--- src/rtl/score_hp_tracker_pkg.sv ---
// scoreboard_pkg: shared FSM states, health default and BCD digit limit for the score/HP tracker
package scoreboard_pkg;
  typedef enum logic [1:0] {IDLE, ADD, COMMIT} state_t;
  localparam int HP_MAX_DEFAULT = 8;
  localparam logic [3:0] DIGIT_MAX = 4'd9;
  function automatic logic [3:0] clamp_digit(input logic [3:0] value);
    return value > DIGIT_MAX ? DIGIT_MAX : value;
  endfunction
endpackage

--- src/rtl/score_hp_tracker_if.sv ---
// score_hp_tracker_if: score-add request handshake for both players
interface score_hp_tracker_if;
  logic       add_valid_1;
  logic       add_valid_2;
  logic [3:0] add_amt_1;
  logic [3:0] add_amt_2;
  logic       add_ready_1;
  logic       add_ready_2;
  modport master (output add_valid_1, add_valid_2, add_amt_1, add_amt_2, input add_ready_1, add_ready_2);
  modport slave (input add_valid_1, add_valid_2, add_amt_1, add_amt_2, output add_ready_1, add_ready_2);
endinterface

--- src/rtl/score_hp_tracker_bcd_digit_add.sv ---
// bcd_digit_add: one BCD digit plus addend plus carry, producing a wrapped digit and carry out
module bcd_digit_add (
  input  logic [3:0] digit,
  input  logic [3:0] addend,
  input  logic       carry_in,
  output logic [3:0] sum_digit,
  output logic       carry_out
);
  logic [4:0] sum;
  // 5-bit binary sum, then fold back into decimal range
  always_comb begin
    sum = {1'b0, digit} + {1'b0, addend} + {4'd0, carry_in};
    carry_out = sum > 5'd9;
    sum_digit = carry_out ? 4'(sum - 5'd10) : sum[3:0];
  end
endmodule

--- src/rtl/score_hp_tracker.sv ---
// score_hp_tracker: two-player BCD scores added one digit per cycle, plus half-heart damage counters
module score_hp_tracker
  import scoreboard_pkg::*;
#(
  parameter int HP_MAX = HP_MAX_DEFAULT
) (
  input  logic                Clk,
  input  logic                Reset_n,
  input  logic                new_game,
  input  logic                dmg_1,
  input  logic                dmg_2,
  score_hp_tracker_if.slave   bus,
  output logic [3:0]          score0,
  output logic [3:0]          score1,
  output logic [3:0]          score2,
  output logic [3:0]          score3,
  output logic [3:0]          score0_2,
  output logic [3:0]          score1_2,
  output logic [3:0]          score2_2,
  output logic [3:0]          score3_2,
  output logic [3:0]          hp,
  output logic [3:0]          hp_2,
  output logic                dead_1,
  output logic                dead_2,
  output logic                game_over
);
  localparam logic [3:0] HP_TOP = 4'(HP_MAX);
  state_t      state;
  logic [1:0]  digit;
  logic [15:0] work;
  logic [15:0] score_p1;
  logic [15:0] score_p2;
  logic [3:0]  amt;
  logic        carry;
  logic        owner;
  logic [3:0]  cur_digit;
  logic [3:0]  addend;
  logic [3:0]  next_digit;
  logic        next_carry;
  logic        idle_ready;
  logic        accept_1;
  logic        accept_2;
  // status flags and handshake decode; everything is gated off while reset is held
  always_comb begin
    dead_1 = Reset_n && hp == HP_TOP;
    dead_2 = Reset_n && hp_2 == HP_TOP;
    game_over = dead_1 || dead_2;
    idle_ready = Reset_n && state == IDLE && !game_over;
    accept_1 = idle_ready && bus.add_valid_1;
    accept_2 = idle_ready && bus.add_valid_2 && !bus.add_valid_1;
    cur_digit = work[{digit, 2'b00} +: 4];
    addend = digit == 2'd0 ? amt : 4'd0;
  end
  assign bus.add_ready_1 = idle_ready;
  assign bus.add_ready_2 = idle_ready && !bus.add_valid_1;
  assign {score3, score2, score1, score0} = score_p1;
  assign {score3_2, score2_2, score1_2, score0_2} = score_p2;
  bcd_digit_add u_digit_add (
    .digit     (cur_digit),
    .addend    (addend),
    .carry_in  (carry),
    .sum_digit (next_digit),
    .carry_out (next_carry)
  );
  // add sequencer: latch request, ripple four digits through the shared adder, then commit
  always_ff @(posedge Clk) begin
    if (!Reset_n || new_game) begin
      state <= IDLE;
      digit <= 2'd0;
      work <= 16'd0;
      carry <= 1'b0;
      owner <= 1'b0;
      amt <= 4'd0;
      score_p1 <= 16'd0;
      score_p2 <= 16'd0;
    end else begin
      case (state)
        IDLE: if (accept_1 || accept_2) begin
          owner <= accept_2;
          amt <= clamp_digit(accept_1 ? bus.add_amt_1 : bus.add_amt_2);
          work <= accept_1 ? score_p1 : score_p2;
          carry <= 1'b0;
          digit <= 2'd0;
          state <= ADD;
        end
        ADD: begin
          work[{digit, 2'b00} +: 4] <= next_digit;
          carry <= next_carry;
          digit <= digit + 2'd1;
          state <= digit == 2'd3 ? COMMIT : ADD;
        end
        COMMIT: begin
          if (owner) score_p2 <= carry ? 16'h9999 : work;
          else score_p1 <= carry ? 16'h9999 : work;
          state <= IDLE;
        end
        default: state <= IDLE;
      endcase
    end
  end
  // damage counters saturate at HP_MAX and freeze once either player is dead
  always_ff @(posedge Clk) begin
    if (!Reset_n || new_game) begin
      hp <= 4'd0;
      hp_2 <= 4'd0;
    end else begin
      if (dmg_1 && !game_over && hp < HP_TOP) hp <= hp + 4'd1;
      if (dmg_2 && !game_over && hp_2 < HP_TOP) hp_2 <= hp_2 + 4'd1;
    end
  end
endmodule

--- src/flat_wrapper.sv ---
// flat-port wrapper written by rule: the top's interface ports become plain ports
module score_hp_tracker_flat import scoreboard_pkg::*;
#(
  parameter int HP_MAX = HP_MAX_DEFAULT
)
  (Clk, Reset_n, new_game, dmg_1, dmg_2, score0, score1, score2, score3, score0_2, score1_2, score2_2, score3_2, hp, hp_2, dead_1, dead_2, game_over, bus_add_valid_1, bus_add_valid_2, bus_add_amt_1, bus_add_amt_2, bus_add_ready_1, bus_add_ready_2);
  score_hp_tracker_if bus_i ();
  input  logic Clk;
  input  logic Reset_n;
  input  logic new_game;
  input  logic dmg_1;
  input  logic dmg_2;
  output logic [3:0] score0;
  output logic [3:0] score1;
  output logic [3:0] score2;
  output logic [3:0] score3;
  output logic [3:0] score0_2;
  output logic [3:0] score1_2;
  output logic [3:0] score2_2;
  output logic [3:0] score3_2;
  output logic [3:0] hp;
  output logic [3:0] hp_2;
  output logic dead_1;
  output logic dead_2;
  output logic game_over;
  input wire logic [$bits(bus_i.add_valid_1)-1:0] bus_add_valid_1;
  input wire logic [$bits(bus_i.add_valid_2)-1:0] bus_add_valid_2;
  input wire logic [$bits(bus_i.add_amt_1)-1:0] bus_add_amt_1;
  input wire logic [$bits(bus_i.add_amt_2)-1:0] bus_add_amt_2;
  output wire logic [$bits(bus_i.add_ready_1)-1:0] bus_add_ready_1;
  output wire logic [$bits(bus_i.add_ready_2)-1:0] bus_add_ready_2;
  assign bus_i.add_valid_1 = bus_add_valid_1;
  assign bus_i.add_valid_2 = bus_add_valid_2;
  assign bus_i.add_amt_1 = bus_add_amt_1;
  assign bus_i.add_amt_2 = bus_add_amt_2;
  assign bus_add_ready_1 = bus_i.add_ready_1;
  assign bus_add_ready_2 = bus_i.add_ready_2;
  score_hp_tracker #(.HP_MAX(HP_MAX)) u_core (.Clk(Clk), .Reset_n(Reset_n), .new_game(new_game), .dmg_1(dmg_1), .dmg_2(dmg_2), .bus(bus_i), .score0(score0), .score1(score1), .score2(score2), .score3(score3), .score0_2(score0_2), .score1_2(score1_2), .score2_2(score2_2), .score3_2(score3_2), .hp(hp), .hp_2(hp_2), .dead_1(dead_1), .dead_2(dead_2), .game_over(game_over));
endmodule
--- config.mk ---
export PLATFORM = sky130hd
export DESIGN_NAME = score_hp_tracker_flat
export DESIGN_NICKNAME = d
export VERILOG_FILES = /design/src/rtl/score_hp_tracker_pkg.sv /design/src/rtl/score_hp_tracker_if.sv /design/src/rtl/score_hp_tracker_bcd_digit_add.sv /design/src/rtl/score_hp_tracker.sv /design/src/flat_wrapper.sv
export SDC_FILE = /design/constraint.sdc
export NUM_CORES = 1
export LEC_CHECK = 0
export ABC_AREA = 1
export CAP_MARGIN = 20
export CORE_MARGIN = 2
export CORE_UTILIZATION = 40
export CTS_CLUSTER_DIAMETER = 120
export DETAILED_ROUTE_END_ITERATION = 7
export PLACE_DENSITY = 0.64
export RECOVER_POWER = 50
export SYNTH_ARGS = -nofsm -noshare
export SYNTH_HDL_FRONTEND = slang
export SYNTH_SLANG_ARGS = --single-unit
--- constraint.sdc ---
create_clock -name Clk -period 3.4 [get_ports Clk]
set_input_delay 0.68 -clock Clk [delete_from_list [all_inputs] [get_ports Clk]]
set_output_delay 0.68 -clock Clk [all_outputs]
set_load 0.02 [all_outputs]
After elaboration in Yosys (flattened, before gate mapping)
Cells that the tools add are included.

Register bits after elaboration: 66. Input port bits: 15. Output and inout port bits: 45. Logic and storage cells: 72.

Add/subtract/negate cells: 7. Magnitude comparators: 4. Eq/ne operators: 6. Shift-type cells: 3. Mux-type cells: 16. Bitwise operators: 1. Reduce and logical (&&, ||, !) cells: 25.

Operator list (number): $mux W16 (3); $pmux W16 S2 (1); $bwmux W16 (1); $mux W4 (4); $shift A4 B6 Y16 const A (1); $shiftx A16 B5 Y4 (1); $shiftx A4 B6 Y16 (1); $logic_and A1 B1 Y1 (12); $add A4 B1 Y4 const B (2); $eq A4 B4 Y1 const B (2); $lt A4 B4 Y1 const B (2); $pmux W2 S2 (2); $reduce_and A2 Y1 (4); $mux W2 (3); $neg A4 Y6 (1); $add A4 B4 Y5 (1); $add A5 B1 Y5 (1); $gt A5 B4 Y1 const B (1); $eq A2 B2 Y1 const B (2); $gt A4 B4 Y1 const B (1); $logic_not A2 Y1 (2); $sub A4 B4 Y4 const B (1); $logic_not A1 Y1 (3); $logic_or A1 B1 Y1 (3); other kinds (7) (7).

Longest topological paths before layout
Depth in word-level cells: 10. Mapped depth: 20. Gate-level depth less buffers: 19.

By module
Synthesis repeated with hierarchy kept, for this count alone.

Cell total of the unflattened synthesis: 555. Area total of the unflattened synthesis: 3721.1 um^2.

Modules (own cells, without submodules): score_hp_tracker (times used 1, cells each 508, area an instance 3420.8 um^2, sequential area each 1321.3 um^2); bcd_digit_add (times used 1, cells each 47, area an instance 300.3 um^2, sequential area each 0.0 um^2).

Worst setup path after synthesis
OpenSTA, ideal clock, no wires.

Path type: reg2reg. Start point: register u_core.digit[0]. End point: register u_core.work[15]. Setup time: 117 ps. Arrival: 2905 ps. Required time: 3283 ps. Setup slack: 378 ps. Stages on the path, launching flop included: 19. Path buffers: 1. Period minus slack after synthesis: 3022 ps. Path through: dfxtp_1 buf_2 clkinv_1 ha_1 nand2_1 fa_1 inv_1 fa_1 inv_1 ha_1 nand2_1 a21boi_0 nand2_1 nand2_1 nand2_1 nand4_1 nor2_1 nor2_1 nor2_1.

Cells in the longest elaborated chain, start to end: 9. Elaborated cells on any way between the ends: 13. Classes of those cells: 4 x add/sub; 1 x order compare; 3 x shift; 4 x mux; 1 x reduce/logical.

Ends and longest elaborated chain: from (decl) (line score_hp_tracker.sv:29) `logic [1:0] digit;`; from (signal assigned) (line score_hp_tracker.sv:89) `digit <= digit + 2'd1;`; branches (longest 7 deep; another with $add A4 B4 Y5); $bwmux W16 (*) (line score_hp_tracker.sv:87) `work[{digit, 2'b00} +: 4] <= next_digit;`; $pmux W16 S2 (*) (line score_hp_tracker.sv:77) `case (state)`; to (signal assigned) (line score_hp_tracker.sv:81) `work <= accept_1 ? score_p1 : score_p2;`; to (signal, indexed assignment) (line score_hp_tracker.sv:87); to (decl) (line score_hp_tracker.sv:30) `logic [15:0] work;`.

Every way passes the cells marked *. A chain may end at the register's enable or synchronous reset.

Final worst setup path
Start point: register u_core.digit[1]. End point: register u_core.work[5].

Same word-level chain as after synthesis.

==> impl_metrics.toml <==
[pwr]
p_clk_share_pct = 40.6
sw_frac_of_total_pct = 27.72
total_leakage_power_nw = 1.919
p_switching_uw = 467.9
internal_power_mw = 1.220
ir_drop_mv = 0.1976
power_density_mw_per_mm2 = 381.1
p_comb_share_pct = 12.2
seq_power_share_pct = 47.3

[clocking]
cts_sinks = 66
cts_root_buffer = "clkbuf_8"
clkTransAtPathRegs_ps = 70
tritoncts = "yes"
clk_latency_ps = 350
postCtsSetupRepairBufs = 0
htreeDepth = 3
cts_buffers = 9
clockBufferDepth = 2

[synth]
synth-adder-area-share_pct = 5.747
synth-compound-area-share_pct = 22.49
yosys-top-cells-area = "dfxtp_1, o21ai_0, nand2_1"
synth_top_family_by_area = "simple AND/OR/NAND/NOR gates"
synth_xor_area_share_pct = 0
yosysTopAreaCellShare_pct = 37.46
synth.largest_area_cell = "dfxtp_1"
ys_types = 32
netlist_instances = 512
synth-seq-cells = 66
synth_simple_gate_area_share_pct = 22.74
yosys_warnings = 0
synth_area_mm2 = 0.003527
synthMuxAreaShare_pct = 0
synth.avg_cell_area_um2 = 6.889
seq_area_frac_synth_pct = 37.46
synth_fp_nets = 542

[critical_path]
critPathMaxStageDelay_ps = 470
reg2regPathDepth = 17
timing.critical_path.buf_inv = 2
cp-startpoint = "u_core.digit[1]"
setup.worst_path.end = "u_core.work[5]"
cp_cell_sequence = "inv_1 > ha_1 > nand2_1 > fa_1 > inv_1 > fa_1 > nand2_1 > nand2_1 > ha_1 > nand2_1 > a21boi_0 > nand2_1 > nand2_1 > nand2_1 > nand2_1 > nand4_1 > a21oi_1"
cpMaxStageDelayCell = "dfxtp_1"
critical_path_class = "reg -> reg"
start_kind = "flip-flop"
cp_data_required_time_ps = 3670
cp_max_fo = 8
worstSetupEndpointType = "flip-flop"
worstPathArrival_ps = 3420
cp.depth = 17
reg2reg_to = "u_core.work[5]"
cpMostUsedCell = "nand2_1"
reg2reg_from = "u_core.digit[1]"
r2r_slack_ps = 250
cp_top_family = "adder cells"

[global_routing]
overflow = 0
grt_start_max_net_pins = 39
grt_pass1_wl_um = 16530
grt_pass1_vias = 3399
grt_usage_pct = 20.93
grt_antenna_before_repair = 0

[cells_and_area]
finish.utilization_pct = 51.29
area.growth.synth_to_final_pct = 25.58
drive_above_1_share_pct = 9.185
n_antenna_cell = 0
nets = 602

[route]
drcViolationCount = 0
postRouteAntennaNets = 0
drt_first_pass_iters = 5
via_count = 3549
initialDrtViolationCount = 235
wire_per_inst_um = 14.10
drt-total-wl_um = 9658
viasPerCell = 5.181

[floorplanning]
die_y_um = 97.91
row_count = 34
start_util_pct = 40.84
core_region_area_mm2 = 0.008636
die_w_um = 97.91
ios = 60
die_area_mm2 = 0.009585

[sta]
rsz0062_at_grt = "no"
finalCritPeriodShare_pct = 92.61
finalSetupTns_ps = 0
worstMarginPinSlew_ps = 1398
setup_viol = 0
slew_violations = 0
hold_violations = 0
fmax_mhz = 317.6
whs_ps = 472.1
max-slew-margin-rel_pct = 6.833
period_minus_slack_ps = 3149
clock-skew-final_ps = 9.219

[status]
status = "finished, final reports clean"

[place]
dp_hpwl_um = 6982
port_buffers = 59
globalplace.congestion = 0.9557

[worst_hold_path]
min-delay-start = "u_core.amt[2]"
hold_path.class = "reg -> reg"
whs_path_depth = 2

[run]
drv_cap = 0
cells in the mapped netlist:
library cell	number
nand2_1	81
o21ai_0	73
inv_1	70
dfxtp_1	66
a21oi_1	59
nor2_1	48
nand3_1	21
ha_1	13
clkbuf_1	12
nand4_1	8
a31oi_1	7
inv_2	7
o21ai_1	7
buf_2	6
or2_2	5
nand2_4	4
nand2_2	3
a41oi_1	2
buf_6	2
clkinv_1	2
fa_1	2
nor2_2	2
nor3_2	2
o22ai_1	2
a21boi_0	1
buf_4	1
inv_4	1
nand3_2	1
nand3b_1	1
nor3_1	1
nor4_2	1
o21ai_4	1
layout make-up:
type                            count  area (um2)
Inverter                           80       302.8
Clock buffer                       10       137.6
Tap cell                          108       135.1
Multi-Input combinational cell    345        1798
Fill cell                         876        4207
Sequential cell                    66        1325
Timing Repair Buffer               70       665.6
Clock inverter                      6       65.06
worst min-delay path by stage:
stage	end	slack [ps]
2_1_floorplan	u_core.amt[1]	450
3_3_place_gp	u_core.amt[2]	460
3_5_place_dp	u_core.score_p1[4]	460
4_1_cts	u_core.score_p1[4]	470
5_1_grt	u_core.amt[2]	500
6_report	u_core.amt[2]	470
through the flow:
step                std cells  total power, mW  cell area [um2]  setup WS [ps]
detailed placement        669            1.021             4233          125.0
floorplan                 512           0.9529             3527          377.6
finish                    685            1.688             4429          251.2
CTS                       685            1.702             4436          102.0
global placement          669            1.019             4233          274.2
global route              685            1.765             4429          15.54
kinds of logic after synthesis:
kind of cell / after synthesis
buffers and inverters: 101
DFF: 66
adders and majority gates: 15
AOI/OAI and AO/OA: 152
and+or+nand+nor: 178
per-layer routing:
layer	track usage, %	wire length [um]	up-vias
li1	-	-	1798
met1	27.81	4506	1615
met2	33.93	4474	123
met3	4.581	550	13
met4	6.731	127	0
met5	0	0	-
layout by cell type (no fill, tap or decap), types with 2 or more instances in the layout:
| cell type | n |
|---|---|
| nand3_1 | 21 |
| inv_2 | 7 |
| clkinv_2 | 2 |
| nand2_4 | 4 |
| nor3_2 | 2 |
| clkbuf_8 | 10 |
| nand2_1 | 81 |
| nor2_1 | 48 |
| ha_1 | 13 |
| a41oi_1 | 2 |
| nand2_2 | 3 |
| clkdlybuf4s50_1 | 46 |
| buf_4 | 9 |
| clkinv_1 | 2 |
| a21oi_1 | 59 |
| nand4_1 | 8 |
| o21ai_1 | 7 |
| a31oi_1 | 7 |
| nor2_2 | 2 |
| clkbuf_1 | 2 |
| o21ai_0 | 73 |
| dfxtp_1 | 65 |
| o22ai_1 | 2 |
| dlygate4sd3_1 | 13 |
| or2_2 | 5 |
| fa_1 | 2 |
| inv_1 | 70 |
worst min-delay path: stages (launching register included):
cell and delay, ps:
dfxtp_1 310, nand2_1 60, a21oi_1 50
registers in the layout, indices dropped and copies added (netlist names):
| signal | count |
|---|---|
| u_core.amt | 4 |
| u_core.carry | 1 |
| u_core.score_p1 | 16 |
| u_core.hp_2 | 4 |
| u_core.owner | 1 |
| u_core.score_p2 | 16 |
| u_core.state | 2 |
| u_core.digit | 2 |
| u_core.hp | 4 |
| u_core.work | 16 |
what timing repair did:
item                                    4_1_cts  5_1_grt
endpoints found under the setup margin        0       11
hold buffers                                  0        0
resized for setup                             0        2
power by group through the flow:
stage               registers [mW]  logic [mW]  clock network, mW
floorplan                    0.813       0.140                  0
global placement             0.815       0.203                  0
detailed placement           0.815       0.205                  0
CTS                          0.798       0.207              0.697
global route                 0.799       0.232              0.735
finish                       0.798       0.205              0.685
Note: power is estimated with default switching activity, not from simulation.
